==> src/rtl/shiftmult_n.sv <==
// Sequential shift-and-add multiplier, WIDTH x WIDTH -> 2*WIDTH, unsigned or two's-complement.
// Latency: start sampled at edge k, out/done valid after edge k+WIDTH; one multiplier bit per clock.
// Backpressure: start is ignored while busy=1 (not queued); start during the done cycle is accepted.
module shiftmult_n #(
    parameter int WIDTH = 8
) (
    input  logic                 clk,
    input  logic                 sig,
    input  logic                 start,
    input  logic                 signed_mode,
    input  logic [WIDTH-1:0]     ina,
    input  logic [WIDTH-1:0]     inb,
    output logic                 busy,
    output logic                 done,
    output logic [2*WIDTH-1:0]   out
);

    localparam int CW = $clog2(WIDTH);
    localparam logic [CW-1:0] LAST = CW'(WIDTH - 1);

    typedef enum logic {IDLE, RUN} state_t;

    state_t             state, state_nxt;
    logic               capture, finish;
    logic [CW-1:0]      cnt;
    logic [2*WIDTH-1:0] mcand, acc, acc_sum;
    logic [WIDTH-1:0]   mplier;
    logic [WIDTH-1:0]   mag_a, mag_b;
    logic               neg;

    // State register; reset wins over everything, including a same-cycle start.
    always_ff @(posedge clk) begin
        if (sig) state <= IDLE;
        else     state <= state_nxt;
    end

    // Next state plus the capture/finish strobes that steer the datapath.
    always_comb begin
        state_nxt = state;
        capture   = 1'b0;
        finish    = 1'b0;
        case (state)
            IDLE: begin
                if (start) begin
                    capture   = 1'b1;
                    state_nxt = RUN;
                end
            end
            RUN: begin
                if (cnt == LAST) begin
                    finish    = 1'b1;
                    state_nxt = IDLE;
                end
            end
            default: state_nxt = IDLE;
        endcase
    end

    // Operand magnitudes (the most negative value negates to itself, which reads
    // correctly as an unsigned 2^(WIDTH-1)) and this step's partial sum.
    always_comb begin
        mag_a   = (signed_mode && ina[WIDTH-1]) ? -ina : ina;
        mag_b   = (signed_mode && inb[WIDTH-1]) ? -inb : inb;
        acc_sum = acc + (mplier[0] ? mcand : '0);
    end

    // Datapath: capture on start, one add/shift per RUN cycle, sign-fix on the last step.
    always_ff @(posedge clk) begin
        if (sig) begin
            busy   <= 1'b0;
            done   <= 1'b0;
            out    <= '0;
            cnt    <= '0;
            mcand  <= '0;
            mplier <= '0;
            acc    <= '0;
            neg    <= 1'b0;
        end else begin
            done <= finish;
            if (capture) begin
                mcand  <= {{WIDTH{1'b0}}, mag_a};
                mplier <= mag_b;
                acc    <= '0;
                cnt    <= '0;
                neg    <= signed_mode & (ina[WIDTH-1] ^ inb[WIDTH-1]);
                busy   <= 1'b1;
            end else if (state == RUN) begin
                acc    <= acc_sum;
                mcand  <= mcand << 1;
                mplier <= mplier >> 1;
                cnt    <= cnt + 1'b1;
                if (finish) begin
                    out  <= neg ? -acc_sum : acc_sum;
                    busy <= 1'b0;
                end
            end
        end
    end

endmodule

==> config.mk <==
export PLATFORM = sky130hd
export DESIGN_NAME = shiftmult_n
export DESIGN_NICKNAME = d
export VERILOG_FILES = /design/src/rtl/shiftmult_n.sv
export SDC_FILE = /design/constraint.sdc
export NUM_CORES = 1
export LEC_CHECK = 0
export CELL_PAD_IN_SITES_DETAIL_PLACEMENT = 0
export CELL_PAD_IN_SITES_GLOBAL_PLACEMENT = 1
export CORE_MARGIN = 8
export CORE_UTILIZATION = 43
export DETAILED_ROUTE_END_ITERATION = 10
export PLACE_DENSITY_LB_ADDON = 0.1
export SETUP_SLACK_MARGIN = 0.5
export SLEW_MARGIN = 20
export SYNTH_ARGS = -nofsm -noshare
export SYNTH_HDL_FRONTEND = slang
export SYNTH_SLANG_ARGS = --single-unit
==> constraint.sdc <==
create_clock -name clk -period 3.73 [get_ports clk]
set_clock_uncertainty 0.05 [all_clocks]
set_input_delay 0.5595 -clock clk [delete_from_list [all_inputs] [get_ports clk]]
set_output_delay 0.5595 -clock clk [all_outputs]
set_load 0.02 [all_outputs]
* Yosys cells after proc, flatten, opt, wreduce, memory -nomap -nowiden
Index checks and enable logic that the tools add are counted.
Cells by class: bitwise gates (word level) 4, reductions and logical operators 7, $add $sub $neg 5, equal/unequal tests 1, muxes and demuxes 17
Operators by type and width (number):
- 2-to-1 mux 8 bit | 6
- 2-to-1 mux 16 bit | 2
- adder 16 bit | 1
- negation 16 bit | 1
- negation 8 bit | 2
- 2-to-1 mux 1 bit | 8
- nonzero test 2 bit | 2
- adder 3 x 1 -> 3 bit, second input constant | 1
- == test 3 bit, second input constant | 1
- AND reduction 3 bit | 1
- logical AND 1 bit | 2
- inverter 1 bit | 2
- one-hot mux 1 bit (2 select lines) | 1
- AND reduction 2 bit | 1
- OR reduction 2 bit | 1
- bitwise AND 1 bit | 1
- XOR 1 bit | 1
Storage, ports and cells: logic and storage cells 44, output and inout bits 18, register bits 63

* Longest topological paths before layout
depth in word-level cells 6, gate-level depth with buffers 13, depth with buffers taken out 12

* Worst setup path before layout
OpenSTA, ideal clock, no wires.
kind reg2reg, start register mplier[0], end register out[13], slack 0.645 ns, data arrival time 2.913 ns, required time 3.558 ns, period minus slack after synthesis 3.085 ns, setup time 0.122 ns, path buffers 1, stages on the path, launching flop included 13, cell sequence dfxtp_1 clkbuf_1 and2_1 ha_1 inv_1 fa_1 xor2_1 nand3_1 a2111oi_4 o2111ai_2 o41ai_2 nor4_1 a311o_1
Between the ends: word-level cells in the longest chain between the ends 4
Ends and longest elaborated chain:
- from (decl) | RTL line 27 | logic [WIDTH-1:0] mplier;
- from (signal assigned) | RTL line 82 | mplier <= mag_b;
- from (signal assigned) | RTL line 90 | mplier <= mplier >> 1;
- 2-to-1 mux 16 bit (*) | RTL line 64 | acc_sum = acc + (mplier[0] ? mcand : '0);
- adder 16 bit (*) | RTL line 64
- negation 16 bit | RTL line 93 | out <= neg ? -acc_sum : acc_sum;
- 2-to-1 mux 16 bit (*) | RTL line 93
- to (signal assigned) | RTL line 93
- to (decl) | RTL line 15 | output logic [2*WIDTH-1:0] out
Mark *: on every way between the ends. The rest lies on a longest branch, timed or not. A chain may end at the register's enable or synchronous reset.

* Worst setup path after layout
Same ends and word-level chain as after synthesis.

==> results.toml <==
[run_status]
status = "finished clean"

[global_route]
antenna_violations_before_repair = 0
gr-usage-all-layers = 0.151
wire_length_of_the_first_global_routing_pass_mm = 15.4
largest_net_degree_at_the_start_of_global_routing = 34
global_route.overflow_total = 0
grt_pass1_vias = 3310

[worst_setup_path]
timing_worst_setup_path_type = "register to register"
critical_path.n_buffers_inverters = 0
reg2regPathDepth = 10
critical_path_depth = 10
cpMaxStageDelayCell = "a2111oi_4"
crit_path_start_kind = "register"
cp_delay_by_family_top = "compound AO/OA/AOI/OAI gates"
crit_path_end_kind = "register"
timing.critical_path.fanout_max = 9
critical-path-max-stage-delay_ps = 430
crit_chain = "and2_1 > ha_1 > a21oi_1 > nand2_1 > or3_4 > a2111oi_4 > o2111ai_2 > o41ai_2 > nor4_1 > a311o_1"
worst-endpoint-arrival_ps = 3260
cp_data_required_time_ps = 3920

[clocking]
clkSinkCount = 63
cts-root-buf = "clkbuf_8"
cts_tree = "done"
holdBufCountCts = 0
clk-insertion-delay-late_ps = 350
ctsHtreeMaxLevel = 3
ctsLongestPathBuffers = 2
cts_inserted_buffers = 9
clock_edge_transition_at_the_registers_on_the_reported_setup_and_hold_paths_ps = 70

[die]
full_die_area_um2 = 12400
die_x_um = 112
die_h_um = 112
top_level_ports = 38
core.rowCount = 35
initial_utilization = 0.433
design.core.area_um2 = 9060

[sta]
final_hold_viol_count = 0
finalHoldWorstSlack_ps = 406
timing.final.crit_period_ps = 3060
post-route-period-util = 0.822
worst_slew_margin_rel = 0.461
setup_viol = 0
fmax_mhz = 326
timing_worst_slew_pin_value_ps = 803
setup_tns_ps = 0
grt_setup_unrepaired = "false"
maxSlewViolCount = 0

[final_layout]
layout-area-overhead-vs-synth_pct = 20.2
fill_cells = 893
nNetsFinal = 553
postLayoutCellArea_um2 = 4720
fraction_of_final_layout_cells_with_drive_strength_greater_than_1 = 0.106
num_antenna_cells = 0

[synth]
yosysUniqueCellTypes = 67
ys_top_cells_by_count = "nor2_1, dfxtp_1, a21oi_1, nand2_1, mux2i_1"
syn_nets = 515
synth.yosys.seq_area_share = 0.321
yosysWarnings = 0
fraction_of_synthesis_flops_using_an_asynchronous_set_or_reset_pin = 0
ys_seq_elements = 63
syn_inst = 474
synthesized_area_per_cell_um2 = 8.28
post-synth-top-area-fraction = 0.321
synthFlopType = "dfxtp_1"
number_of_flops_mapped_to_enable_cells_by_yosys = 0
synthDominantAreaCellType = "dfxtp_1"
yosysMostFrequentCell = "nor2_1"
synth.cell_area_um2 = 3930
synth_area_leaders = "dfxtp_1, nor2_1, ha_1"

[route]
detail_route.iter0.violations = 105
detailed_routing_iteration_count_for_the_pre_antenna_repair_pass = 4
routed_via_density = 5.46
ant_nets_after_route = 0
remaining_drc_errors = 0
routedWlPerCell_um = 14.9
vias = 3428
wl_mm = 9.38

[pwr]
finalPower_mw = 1.66
vdd.ir_drop.worst_mv = 0.180
static_leakage_power_nw = 1.89
p_per_area_nw_per_um2 = 352

[placement]
gpl.final_weighted_congestion = 0.817
dpl_cell_area_um2 = 4410
placement.io_buffers = 37
post-dp-hpwl_mm = 6.86

[worst_hold_path]
whs_path_depth = 2
holdCritPathClass = "register to register"

[run]
max_cap_viol_count = 0
-- flip-flops by register name, summed over array words and instances (netlist names) --
register / flops
acc: 16
busy: 1
cnt: 3
done: 1
mcand: 16
mplier: 8
neg: 1
out: 16
state: 1
-- timing repair --
action                     CTS  global route
setup endpoints to repair    4             8
buffers inserted             0             4
gates resized for setup      2             8
cloned                       0             0
pin swaps                    0             2
-- report_power, final --
group	switching, mW	total [mW]	internal [mW]
Clock	0.295	0.740	0.444
Sequential	0.0185	0.709	0.691
Combinational	0.117	0.211	0.0938
-- cells by family after synthesis --
family	after synthesis	share of synthesized area
AO/OA/AOI/OAI	116	0.222
adder cells (fa/ha/maj)	21	0.0688
buffers and inverters	37	0.0373
multiplexers	24	0.0612
AND/OR/NAND/NOR	186	0.223
flip-flops	63	0.321
XOR/XNOR	27	0.0660
-- per-layer routing --
metal | track usage | part of all wire
met1 | 0.188 | 0.49
met2 | 0.247 | 0.44
met3 | 0.0417 | 0.048
met4 | 0.0492 | 0.013
met5 | 0 | 0
-- final cells by class --
type | instances | area (µm²) | share of cell area
Inverter | 14 | 52.6 | 0.0111
Clock inverter | 7 | 121 | 0.0257
Tap cell | 111 | 139 | 0.0294
Clock buffer | 9 | 124 | 0.0262
Sequential cell | 63 | 1270 | 0.269
Multi-Input combinational cell | 374 | 2550 | 0.540
Timing Repair Buffer | 50 | 465 | 0.0986
-- worst paths after layout --
| path | from | end | slack, ps |
|---|---|---|---|
| setup reg to reg | mplier[0]$_SDFFE_PP0P_ | out[13]$_SDFFE_PP0P_ | 670 |
| hold / removal | out[8]$_SDFFE_PP0P_ | out[8]$_SDFFE_PP0P_ | 410 |
| setup / recovery | mplier[0]$_SDFFE_PP0P_ | out[13]$_SDFFE_PP0P_ | 670 |
| hold reg to reg | out[8]$_SDFFE_PP0P_ | out[8]$_SDFFE_PP0P_ | 410 |
-- cells in the final DEF (no fill, tap or decap), drive strengths merged, types with 3 or more instances in the layout --
master / instances
clkdlybuf4s50: 37
clkinvlp: 3
and2: 18
a311oi: 6
o21ai: 17
a21o: 4
bufinv: 3
or3: 5
xor2: 11
nand2: 28
ha: 20
and3: 4
nand4: 4
nor3: 20
a211oi: 17
xnor2: 16
o41ai: 3
clkbuf: 10
a2111oi: 4
a31oi: 7
buf: 12
nand2b: 3
o311ai: 3
a21oi: 35
a21boi: 3
dfxtp: 63
mux2i: 24
inv: 13
nor2: 79
nand3: 11
nor2b: 4
-- through the flow --
stage | setup slack [ps] | std cells | utilization
3_3_place_gp | 412 | 608 | 0.487
5_1_grt | 511 | 628 | 0.521
2_1_floorplan | 645 | 474 | -
6_report | 665 | 628 | 0.521
4_1_cts | 545 | 624 | 0.515
3_5_place_dp | 356 | 608 | 0.487
-- worst min-delay path, delay by kind of cell, from the launching register on --
kind | cells | cell delay [ps]
compound gates | 1 | 50
flops | 1 | 310
simple gates | 1 | 50
Note: power is estimated with default switching activity, not from simulation.
